$ cat src/rtl/mux_skid_stage.sv
// mux_skid_stage: two-entry valid/ready skid stage behind the N-bit 2:1 MUX, registered in_ready, optional flush via MUX_SKID_FLUSH_EN
//   ports: clk, reset (async, active-high), [flush], in_data/in_valid/in_ready (upstream),
//          out_data/out_valid/out_ready (downstream), occupancy (held entries 0..2)
module mux_skid_stage #(
  parameter int N = 4
) (
  input  logic         clk,
  input  logic         reset,
`ifdef MUX_SKID_FLUSH_EN
  input  logic         flush,
`endif
  input  logic [N-1:0] in_data,
  input  logic         in_valid,
  output logic         in_ready,
  output logic [N-1:0] out_data,
  output logic         out_valid,
  input  logic         out_ready,
  output logic [1:0]   occupancy
);
  typedef enum logic [1:0] {EMPTY, BUSY, FULL} state_t;
  state_t     r_state;
  logic [N-1:0] r_main;
  logic [N-1:0] r_skid;
  logic       w_flush;
`ifdef MUX_SKID_FLUSH_EN
  assign w_flush = flush;
`else
  assign w_flush = 1'b0;
`endif
  // in_ready depends on registered state only, never on out_ready
  assign in_ready  = !reset && !w_flush && r_state != FULL;
  assign out_valid = r_state != EMPTY;
  assign out_data  = r_main;
  assign occupancy = r_state == FULL ? 2'd2 : r_state == BUSY ? 2'd1 : 2'd0;
  always_ff @(posedge clk or posedge reset) begin
    if (reset) begin
      r_state <= EMPTY;
      r_main  <= '0;
      r_skid  <= '0;
    end else if (w_flush) begin
      r_state <= EMPTY;
    end else begin
      case (r_state)
        EMPTY: if (in_valid) begin
          r_main  <= in_data;
          r_state <= BUSY;
        end
        BUSY: if (in_valid && out_ready) begin
          r_main  <= in_data;
        end else if (in_valid) begin
          r_skid  <= in_data;
          r_state <= FULL;
        end else if (out_ready) begin
          r_state <= EMPTY;
        end
        FULL: if (out_ready) begin
          r_main  <= r_skid;
          r_state <= BUSY;
        end
        default: r_state <= EMPTY;
      endcase
    end
  end
endmodule

$ cat config.mk
export PLATFORM = sky130hd
export DESIGN_NAME = mux_skid_stage
export DESIGN_NICKNAME = d
export VERILOG_FILES = /design/src/rtl/mux_skid_stage.sv
export SDC_FILE = /design/constraint.sdc
export NUM_CORES = 1
export LEC_CHECK = 0
export ABC_AREA = 0
export BUFFER_PORTS_ARGS = -buffer_cell sky130_fd_sc_hd__buf_4
export CAP_MARGIN = 20
export CORE_AREA = 2 2 39 41
export DETAILED_ROUTE_END_ITERATION = 10
export DIE_AREA = 0 0 41 43
export GPL_TIMING_DRIVEN = 1
export SETUP_SLACK_MARGIN = 0.5
export SLEW_MARGIN = 25
export SYNTH_ARGS = -nofsm -noshare
export SYNTH_HDL_FRONTEND = slang
export SYNTH_SLANG_ARGS = --single-unit
$ cat constraint.sdc
create_clock -name clk -period 2.9 [get_ports clk]
set_input_delay 0.58 -clock clk [delete_from_list [all_inputs] [get_ports clk]]
set_output_delay 0.58 -clock clk [all_outputs]
set_load 0.02 [all_outputs]
Word level (Yosys, flattened, before mapping)

Cells that the tools add are included.

Output and inout bits: 8
Logic and storage cells: 33
Flip-flop bits (word level): 10
Input port bits: 8

Reductions and logical operators: 9
Muxes and demuxes: 12
Equality and inequality tests: 8
Bitwise operators: 1

Operator list:

| kind                 | number |
|---|---|
| $mux W2              | 6 |
| $mux W4              | 3 |
| $pmux W4 S3          | 1 |
| $ne A2 B2 Y1 const B | 4 |
| $reduce_and A4 Y1    | 2 |
| $pmux W2 S3          | 1 |
| $ne A3 B3 Y1 const B | 1 |
| $reduce_and A3 Y1    | 1 |
| $reduce_bool A3 Y1   | 1 |
| $eq A2 B1 Y1 const B | 1 |
| $eq A2 B2 Y1 const B | 1 |
| $logic_and A1 B1 Y1  | 2 |
| $logic_not A2 Y1     | 1 |
| $ne A2 B1 Y1 const B | 1 |
| $reduce_bool A2 Y1   | 1 |
| $logic_not A1 Y1     | 1 |
| $mux W1              | 1 |
| $not A1 Y1           | 1 |

Depth between registers and ports, before layout

Depth in word-level cells: 4
Depth in mapped cells: 4
Gate-level depth less buffers: 3

Least setup slack after synthesis

No wires, ideal clock.

Kind: reg2out
From: reg r_state[1]
To: out in_ready
Path slack: 1.340 ns
Path buffers: 1
Cell stages (with the launch flop): 4
Arrival: 0.980 ns
Required time: 2.320 ns
Path through: dfrtp_1 > nor2b_1 > buf_6 > nor2_1

Cells in the longest elaborated chain, start to end: 2

Ends and longest elaborated chain:

| item                     | line | text |
|---|---|---|
| start: declaration       | 21   | `state_t r_state;` |
| start signal: assignment | 37   | `r_state <= EMPTY;` |
| start signal: assignment | 41   | `r_state <= EMPTY;` |
| start signal: assignment | 46   | `r_state <= BUSY;` |
| $ne A2 B2 Y1             | 31   | `assign in_ready = !reset && !w_flush && r_state != FULL;` |
| $logic_and A1 B1 Y1      | 31   |  |
| end: declaration         | 14   | `output logic in_ready,` |

Every way passes these cells.

Worst setup path after layout

Same ends and word-level chain as after synthesis.

==> results.py <==
metrics = {
    "global_routing": {
        "grt_usage_pct": 12.15,
        "use_met3_pct": 4.712,
        "antenna_found_initial": 0,
        "grt_pass1_vias": 336,
        "use_met2_pct": 16.88,
        "busiest_layer": "met2",
        "grt_overflow": 0,
        "grt_util_met1_pct": 14.85,
        "grt_max_degree": 11,
        "grt_pass1_wl_um": 1400,
    },
    "critical_path": {
        "reg2regPathDepth": 3,
        "worstReg2RegStart": "r_state[1]",
        "cp.required_ns": 2.32,
        "r2r_slack_ns": 1.17,
        "startpoint": "r_state[1]",
        "crit_type": "flip-flop to output port",
        "crit_fanout": 8,
        "cp.arrival_ns": 1.55,
        "endpoint_kind": "output port",
        "start_kind": "flip-flop",
        "endpoint": "in_ready",
        "r2r-end": "out_data[2]",
    },
    "sta": {
        "skew_ns": 0.004608,
        "max_clock_freq_mhz": 470.1,
        "tightestPinTransition_ns": 0.6598,
        "relSlewSlack_pct": 55.92,
        "min_period_over_period_pct": 73.36,
        "rsz0062_at_grt": "no",
        "hold_ws_ns": 0.2958,
        "finalCriticalPeriod_ns": 2.127,
        "setup_viol": 0,
        "maxSlewViolCount": 0,
        "setup_tns_ns": 0,
        "finalHoldViolations": 0,
        "layout_setup_ws_ns": 0.7726,
    },
    "floorplanning": {
        "die_y_um": 43,
        "rows": 14,
        "die_area_sq_um": 1763,
        "coreArea_sq_um": 1384,
        "dieWidth_um": 41,
        "start_util_pct": 38.34,
        "pin_count": 16,
    },
    "placement": {
        "hpwlAfterDp_um": 700.4,
        "io_buffers": 15,
        "place_ws_ns": 1.077,
        "place_congestion": 0.6687,
    },
    "cells_and_area": {
        "area_delta_synth_final_pct": 29.72,
        "multi_input_area_sq_um": 261.5,
        "n_antenna_cell": 0,
        "drive_gt1_share_pct": 61.40,
        "fillers": 121,
        "final_nets": 66,
        "regArea_sq_um": 250.2,
    },
    "synth": {
        "avgSynthCellArea_sq_um": 13.60,
        "synth_area_sq_um": 530.5,
        "yosysWarningCount": 0,
        "ys_types": 16,
        "ys_seq_area_share_pct": 47.17,
        "netlist_instances": 39,
        "synth.top_cell.area_share_pct": 47.17,
        "ys_ff_latch": 10,
        "synth_top_cell_by_area": "dfrtp_1",
        "syn_nets": 47,
        "synth_area_leaders": "dfrtp_1, mux2_4, mux2_2",
    },
    "power_and_ir_drop": {
        "power_leakage_nw": 0.3295,
        "max-vdd-ir-drop_mv": 0.2881,
        "powerDensity_nw_per_um2": 785.5,
    },
    "clock_network": {
        "clkSinkCount": 10,
        "cts_resized": 0,
        "clkTransAtPathRegs_ns": 0.07,
        "postCtsHoldBufs": 0,
        "clock-root-buffer": "clkbuf_4",
        "cts_buffer_depth": 2,
        "cts_tree": "yes",
        "htreeDepth": 1,
        "clkLatencyLatePin_ns": 0.27,
        "numCtsBuffers": 3,
        "postCtsSetupRepairBufs": 0,
    },
    "routing": {
        "viasPerCell": 4.808,
        "routedWlPerCell_um": 12.11,
        "drc": 0,
        "drt_iter0_markers": 3,
        "ant_nets": 0,
        "drt-total-wl_um": 884,
        "drt_pass1_iterations": 4,
        "vias": 351,
    },
    "job": {
        "max-cap-violations": 0,
    },
    "worst_hold_path": {
        "hold_path_class": "primary input to async pin",
    },
    "status": {
        "status": "complete, no violations",
    },
}
-- metal layers --
metal	vias to the layer above	part of all wire, %
met1	166	46
met4	0	1.9
met3	2	6.9
met2	12	45
met5	-	0
li1	171	-
-- sequential cells by signal, summed over array words and instances (netlist names) --
signal / cells
r_state: 2
out_data: 4
r_skid: 4
-- cells in the mapped netlist (all sizes together) --
| cell | number |
|---|---|
| nand3b | 2 |
| o22ai | 1 |
| nand2b | 1 |
| o21ai | 1 |
| a21oi | 1 |
| a21boi | 1 |
| nor2b | 2 |
| or2 | 1 |
| inv | 2 |
| nor2 | 2 |
| mux2i | 1 |
| and2b | 1 |
| dfrtp | 10 |
| buf | 1 |
| mux2 | 12 |
-- final cells by class --
type / instances / share of cell area [%]
clock buffers: 4 / 5.273
inverters: 2 / 1.091
multi-input cells: 26 / 38.00
flip-flops and latches: 10 / 36.36
well taps: 16 / 2.909
repair buffers: 15 / 16.36
-- critical path, cell delays in order (launching register included) --
cell	delay [ns]
dfrtp_1	0.44
nor2b_1	0.58
nor2_1	0.08
buf_4	0.18
-- placed cells by master, fill, tap and decap left out --
cell type  instances
buf_4             15
a21boi_0           1
o21ai_2            1
a21oi_1            1
nand2b_2           1
mux2_2             4
nand3b_1           2
mux2i_1            1
dfrtp_1           10
mux2_4             8
inv_1              2
and2b_2            1
nor2b_1            2
clkbuf_4           3
clkbuf_8           1
nor2_1             2
or2_2              1
o22ai_1            1
-- metrics by stage --
step / area, sq um / std cells / utilization [%] / power, mW
floorplan: 530.5 / 39 / - / 0.3494
global placement: 651.9 / 69 / 47.11 / 0.4170
detailed placement: 651.9 / 69 / 47.11 / 0.4194
CTS: 688.2 / 73 / 49.73 / 0.5498
global route: 688.2 / 73 / 49.73 / 0.5772
finish: 688.2 / 73 / 49.73 / 0.5406
-- worst min-delay path by stage --
stage,startpoint,to,slack [ns],cells past startpoint
floorplan,reset,out_data[0],0.42,1
global placement,r_skid[3],r_skid[3],0.50,1
detailed placement,r_skid[2],r_skid[2],0.51,1
CTS,reset,out_data[3],0.31,2
global route,reset,out_data[1],0.32,2
finish,reset,out_data[3],0.30,2
-- report_power, final --
group          total [mW]  internal (mW)  switching (mW)
Clock               0.127         0.0763          0.0509
Combinational       0.197          0.114          0.0826
Sequential          0.217          0.187          0.0302
-- logic make-up after synthesis --
kind of cell / after synthesis / synth area share, %
mux: 13 / 33.02
compound gates: 4 / 5.189
flops: 10 / 47.17
buf+inv: 3 / 3.538
simple gates: 9 / 11.09
No activity file was read; power rests on OpenSTA's default activity.
